File: src/rtl/mux_pkg.sv
// Shared types and helpers for the round-robin merging mux.
// Latency: n/a (package, no logic).
// Backpressure: n/a.
package mux_pkg;

    // Arbitration policy: lowest index wins, or round-robin from a rotating pointer.
    typedef enum logic {
        ARB_FIXED = 1'b0,
        ARB_RR    = 1'b1
    } arb_mode_t;

    // Index width that never collapses to zero bits, so N=1 still has a 1-bit select.
    function automatic int clog2_min1(input int n);
        return (n > 1) ? $clog2(n) : 1;
    endfunction

endpackage

File: src/rtl/rr_pick.sv
// Combinational one-hot picker: fixed priority or round-robin starting at ptr.
// Latency: purely combinational, zero cycles.
// Backpressure: none; the caller qualifies gnt with its own accept.
//
// Ports:
//   req     : per-channel request vector
//   ptr     : round-robin start index (ignored in ARB_FIXED), always < N
//   mode    : ARB_FIXED or ARB_RR
//   gnt     : one-hot grant (all zero when no request)
//   gnt_idx : binary index of the granted channel
//   any     : at least one request is granted
module rr_pick
    import mux_pkg::*;
#(
    parameter  int N    = 8,
    localparam int SELW = clog2_min1(N)
) (
    input  logic [N-1:0]    req,
    input  logic [SELW-1:0] ptr,
    input  logic            mode,
    output logic [N-1:0]    gnt,
    output logic [SELW-1:0] gnt_idx,
    output logic            any
);

    logic [2*N-1:0] dbl;
    logic [N-1:0]   rot;
    int             shift;
    int             idx;

    // Rotate the request vector right by the start index through a doubled copy,
    // priority-encode the lowest set bit, then undo the rotation modulo N.
    always_comb begin
        shift = (mode == ARB_RR) ? int'(32'(ptr)) : 0;
        if (shift >= N) begin
            shift = 0;
        end
        dbl = {req, req} >> shift;
        rot = dbl[N-1:0];
        any = |rot;
        idx = 0;
        for (int j = N - 1; j >= 0; j--) begin
            if (rot[j]) begin
                idx = j;
            end
        end
        idx = idx + shift;
        if (idx >= N) begin
            idx = idx - N;
        end
        gnt = '0;
        for (int j = 0; j < N; j++) begin
            gnt[j] = any && (idx == j);
        end
        gnt_idx = SELW'(idx);
    end

endmodule

File: src/rtl/rr_mux_reg.sv
// N-channel valid/ready merging mux with arbitration and a single registered output stage.
// Latency: one cycle from input handshake to out_valid; 1 beat/cycle sustained.
// Backpressure: out_valid && !out_ready holds the output and drops every in_ready.
//
// Ports:
//   clk, rst            : clock and synchronous active-high reset
//   in_data/in_valid    : flattened channel data (ch i at [i*WIDTH +: WIDTH]) and requests
//   in_ready            : per-channel accept, combinational from valid/force/out_ready
//   force_en/force_sel  : restrict the grant to a single channel (out-of-range -> none)
//   out_data/out_sel    : registered winning beat and its source channel
//   out_valid/out_ready : output handshake
module rr_mux_reg
    import mux_pkg::*;
#(
    parameter  int        WIDTH    = 32,
    parameter  int        N        = 8,
    parameter  arb_mode_t ARB_MODE = ARB_RR,
    localparam int        SELW     = clog2_min1(N)
) (
    input  logic               clk,
    input  logic               rst,
    input  logic [N*WIDTH-1:0] in_data,
    input  logic [N-1:0]       in_valid,
    output logic [N-1:0]       in_ready,
    input  logic               force_en,
    input  logic [SELW-1:0]    force_sel,
    output logic [WIDTH-1:0]   out_data,
    output logic [SELW-1:0]    out_sel,
    output logic               out_valid,
    input  logic               out_ready
);

    logic [SELW-1:0]  ptr;
    logic [N-1:0]     force_mask;
    logic [N-1:0]     cand;
    logic [N-1:0]     gnt;
    logic [SELW-1:0]  gnt_idx;
    logic             any;
    logic             accept;
    logic [WIDTH-1:0] win_data;
    int unsigned      fsel;

    // An out-of-range force_sel matches no channel, so the mask is empty and nothing is granted.
    always_comb begin
        fsel       = 32'(force_sel);
        force_mask = '0;
        for (int i = 0; i < N; i++) begin
            force_mask[i] = (fsel == i);
        end
        cand = force_en ? (in_valid & force_mask) : in_valid;
    end

    rr_pick #(
        .N(N)
    ) u_pick (
        .req     (cand),
        .ptr     (ptr),
        .mode    (ARB_MODE),
        .gnt     (gnt),
        .gnt_idx (gnt_idx),
        .any     (any)
    );

    assign accept   = !out_valid || out_ready;
    assign in_ready = (accept && !rst) ? gnt : '0;

    always_comb begin
        win_data = '0;
        for (int i = 0; i < N; i++) begin
            if (gnt[i]) begin
                win_data = in_data[i*WIDTH +: WIDTH];
            end
        end
    end

    // The pointer advances past every winner regardless of mode, so round-robin order
    // picks up fairly after a forced or fixed-priority stretch.
    always_ff @(posedge clk) begin
        if (rst) begin
            out_valid <= 1'b0;
            out_data  <= '0;
            out_sel   <= '0;
            ptr       <= '0;
        end else if (accept) begin
            if (any) begin
                out_valid <= 1'b1;
                out_data  <= win_data;
                out_sel   <= gnt_idx;
                ptr       <= (gnt_idx == SELW'(N - 1)) ? '0 : gnt_idx + SELW'(1);
            end else begin
                out_valid <= 1'b0;
            end
        end
    end

endmodule
File: config.mk
export PLATFORM = sky130hd
export DESIGN_NAME = rr_mux_reg
export DESIGN_NICKNAME = d
export VERILOG_FILES = /design/src/rtl/mux_pkg.sv /design/src/rtl/rr_pick.sv /design/src/rtl/rr_mux_reg.sv
export SDC_FILE = /design/constraint.sdc
export NUM_CORES = 1
export LEC_CHECK = 0
export ABC_CLOCK_PERIOD_IN_PS = 13000
export BUFFER_PORTS_ARGS = -buffer_cell sky130_fd_sc_hd__buf_2
export CAP_MARGIN = 10
export CORE_AREA = 2 2 122 124
export CTS_CLUSTER_DIAMETER = 120
export DETAILED_ROUTE_END_ITERATION = 10
export DIE_AREA = 0 0 124 126
export GPL_TIMING_DRIVEN = 0
export SETUP_SLACK_MARGIN = 0.1
export SLEW_MARGIN = 10
export SYNTH_ARGS = -nofsm -noshare
export SYNTH_HDL_FRONTEND = slang
export SYNTH_SLANG_ARGS = --single-unit
File: constraint.sdc
create_clock -name clk -period 13 [get_ports clk]
set_input_delay 0.65 -clock clk [delete_from_list [all_inputs] [get_ports clk]]
set_output_delay 0.65 -clock clk [all_outputs]
set_load 0.1 [all_outputs]
==> impl_summary.log <==
[metrics] run status: complete, no violations
[metrics] largest clock skew in the final design: 3.957 ps
[metrics] adder and majority gate portion of the synthesized area: 2.945%
[metrics] combinational family with the most area after synthesis: compound AO/OA/AOI/OAI gates
[metrics] post-synth top area share: 19.14%
[metrics] multiplexer share of the synthesized area: 0.9816%
[metrics] fraction of final layout cells with drive strength greater than 1: 41.44%
[metrics] Tightest Hold Check Type: register to register
[metrics] xor-xnor portion of the synthesized cell area: 0.2147%
[metrics] cts bufs inserted: 5
[metrics] Vias: 5752
[metrics] CP Data Required Time: roughly 12000 ps
[metrics] Clock Tree Buf Depth: 2
[metrics] worst relative slew slack: around 47%
[metrics] number of core rows: 44
[metrics] IO Pins: 315
[metrics] Worst-Skew Late Latency: 290 ps
[metrics] category of the worst setup path capture point: output pin
[metrics] post-DR vias/cell: 5.473
[metrics] average wire length per cell after detail routing: 19.72 um
[metrics] count of unresolved DRC violations after routing: 0
[metrics] number of antenna violations at the first check in global routing: 3
[metrics] input/output buffers: 310
[metrics] DIE WIDTH: 124 um
[metrics] core area: 14310 um^2
[metrics] length of the first detailed-routing pass in iterations: 7
[metrics] vias in the first global route: 5622
[metrics] synth warn: 0
[metrics] post-synthesis share of cell area spent on and, or, nand and nor gates: 23.68%
[metrics] hpwl dp: 16.98 mm
[metrics] Commonest cells post-synth: 47 x sky130_fd_sc_hd__a21oi_1, 40 x sky130_fd_sc_hd__clkbuf_1, 39 x sky130_fd_sc_hd__dfxtp_1, 34 x sky130_fd_sc_hd__nor2b_1, 32 x sky130_fd_sc_hd__a221oi_1
[metrics] combined area of all synthesized cells: 4079 um^2
[metrics] syn avg cell area: 7.471 um^2
[metrics] cells taking the most area after synthesis: sky130_fd_sc_hd__dfxtp_1 19%, sky130_fd_sc_hd__a221oi_1 6.9%, sky130_fd_sc_hd__a221o_1 6.6%
[metrics] setup repair after global routing missed its margin: no
[metrics] area delta synth->final: 48.13%
[metrics] number of gates resized after CTS: 0
[metrics] setup violators final: 0
[metrics] share of synthesized area occupied by flip-flops and latches: 19.14%
[metrics] placer's final routability congestion estimate: 0.9162
[metrics] final hold viol count: 0
[metrics] Detailed Route Iter0 Violations: approximately 280
[metrics] most frequently used cell type in the post-synthesis netlist: sky130_fd_sc_hd__a21oi_1
[metrics] Final Critical Period: approximately 6200 ps
[metrics] wire length of the first global-routing pass: 30.92 mm
[metrics] initial cell density of the core: 28.50%
[metrics] async set-reset flop share out of synthesis: 0%
[metrics] Slew @ Worst Pin: 798.4 ps
[metrics] Slew Viols, Final: 0
[metrics] number of distinct library cells after synthesis: between 60 and 70
[metrics] synthesized-area fraction occupied by ao, oa, aoi and oai cells: between 40% and 50%
[metrics] Clock transition at path regs: 60 ps
[metrics] GR Overflow Total: 0
[metrics] Critical Setup Path Class: input pin to output pin
[metrics] cell accounting for the most synthesized area: sky130_fd_sc_hd__dfxtp_1
[metrics] Die Ht: 126 um
[metrics] clock tree from TritonCTS: done
[metrics] sinks on the clock net: 39
[metrics] setup bufs post-CTS: 0
[metrics] number of enable-type register cells in the synthesized netlist: 0
[metrics] commonest register cell after synthesis: sky130_fd_sc_hd__dfxtp_1
[metrics] post-route clock period utilization: a little under half
[metrics] startpoint class of the critical path: input pin
[metrics] Worst Min Path Start: out_data[9]
[metrics] hold-fix buffer count after cts: 0
[metrics] Nets: 1143
[metrics] global-route total usage across every layer: about a quarter
[metrics] Max Freq: 161.5 MHz
[metrics] Mapped Nets: 826
[metrics] summed negative setup slack over all endpoints: 0 ps
[metrics] routed wire length: between 20 and 25 mm
[metrics] Arr. time, crit path: 5540 ps
[metrics] startpoint of the worst-slack reg-to-reg timing path: ptr[1]
[metrics] flip-flop and latch count after synthesis: 39
[metrics] # Max-Cap Violations: 0
[metrics] number of standard cells after synthesis: 546
[metrics] area of the die: ~16000 um^2
[metrics] clock root buffer: sky130_fd_sc_hd__clkbuf_16
[metrics] crit-path max FO: 10
[metrics] worst setup path start: force_en
[metrics] count of antenna-violating nets left after detailed routing: 0
[metrics] maximum number of pins on one net before global-route repair: 13
[metrics] level count of the clock H-tree: 2
final timing paths:
check / slack, ps / cells past startpoint / end
max reg2reg: 7110 / 20 / out_data[17]
max: 6810 / 18 / in_ready[7]
min: 450 / 2 / out_data[9]
min reg2reg: 450 / 2 / out_data[9]
registers in the layout, summed over array words and instances, names as in the netlist:
register	count
out_sel	3
out_data	32
out_valid	1
ptr	3
per-layer routing:
layer  part of all wire [%]  vias up  wire [um]  GRT usage [%]
li1                       -     2794          -              -
met1                     43     2646       8883          34.56
met2                     47      270       9767          42.57
met3                    7.2       42       1485          4.755
met4                    2.8        0        590          7.601
met5                      0        -          0              0
placed cells by master (no fill, tap or decap), types with 4 or more instances in the layout:
cell                        Yosys  layout
sky130_fd_sc_hd__buf_2          9     319
sky130_fd_sc_hd__a211oi_1      31      31
sky130_fd_sc_hd__a31oi_1        5       5
sky130_fd_sc_hd__nand2b_1       5       5
sky130_fd_sc_hd__a221oi_1      32      32
sky130_fd_sc_hd__a22oi_1        5       5
sky130_fd_sc_hd__inv_1         17      17
sky130_fd_sc_hd__nor2b_1       34      34
sky130_fd_sc_hd__o21ai_0        4       4
sky130_fd_sc_hd__nand3_1        4       4
sky130_fd_sc_hd__nor2_1        17      17
sky130_fd_sc_hd__a21oi_2       10      10
sky130_fd_sc_hd__ha_1           8       8
sky130_fd_sc_hd__nand2_2       10      10
sky130_fd_sc_hd__clkbuf_16      0       5
sky130_fd_sc_hd__a311oi_1       5       5
sky130_fd_sc_hd__buf_6          4       4
sky130_fd_sc_hd__nor3_1        30      30
sky130_fd_sc_hd__a21o_1         7       7
sky130_fd_sc_hd__dfxtp_1       39      39
sky130_fd_sc_hd__o32ai_1        5       5
sky130_fd_sc_hd__o22ai_1       28      28
sky130_fd_sc_hd__nand2_1       30      30
sky130_fd_sc_hd__clkbuf_1      40      40
sky130_fd_sc_hd__buf_1          6       6
sky130_fd_sc_hd__o21bai_1       4       4
sky130_fd_sc_hd__a221o_1       27      27
sky130_fd_sc_hd__o221ai_1       4       4
sky130_fd_sc_hd__a21oi_1       47      47
sky130_fd_sc_hd__mux2i_1        4       4
sky130_fd_sc_hd__or3_1         27      27
final cells by class:
| type | instances | area, um^2 |
|---|---|---|
| antenna | 3 | 7.507 |
| buffer | 61 | 277.8 |
| clock buffer | 6 | 138.9 |
| clock inverter | 2 | 35.03 |
| fill | 1595 | 8272 |
| inverter | 19 | 71.32 |
| multi-input combinational | 427 | 2949 |
| sequential | 39 | 780.7 |
| tap | 184 | 230.2 |
| timing repair buffer | 310 | 1551 |
cells by family after synthesis:
| family | Yosys count |
|---|---|
| buffers and inverters | 80 |
| AOI/OAI and AO/OA | 239 |
| muxes | 4 |
| xor gates and xnor gates | 1 |
| DFF | 39 |
| and+or+nand+nor | 174 |
| adders and majority gates | 9 |
per-stage QoR:
stage	util, %	instances	cell area [um^2]	setup slack (ps)	hold slack [ps]
floorplan	-	546	4079	6488	550.2
global placement	40.94	1040	5861	6816	440.2
detailed placement	40.94	1040	5861	6763	443.5
CTS	42.16	1048	6035	6838	451.8
global route	42.19	1050	6040	6280	468.3
finish	42.21	1051	6042	6809	449.9
worst max-delay path, cell delays in order:
cell and delay (ps):
sky130_fd_sc_hd__buf_2 110, sky130_fd_sc_hd__buf_2 160, sky130_fd_sc_hd__a21boi_0 450, sky130_fd_sc_hd__a21oi_1 230, sky130_fd_sc_hd__a21o_1 210, sky130_fd_sc_hd__a32oi_1 210, sky130_fd_sc_hd__o22ai_1 120, sky130_fd_sc_hd__ha_1 200
sky130_fd_sc_hd__fa_1 380, sky130_fd_sc_hd__xnor2_1 170, sky130_fd_sc_hd__inv_1 210, sky130_fd_sc_hd__buf_1 400, sky130_fd_sc_hd__ha_1 220, sky130_fd_sc_hd__clkbuf_1 280, sky130_fd_sc_hd__clkinv_1 410, sky130_fd_sc_hd__clkbuf_1 380
sky130_fd_sc_hd__nor3_1 270, sky130_fd_sc_hd__buf_2 460
Power is not shown: default switching activity piles up to over one toggle a cycle in this logic, so the estimate is an artifact.
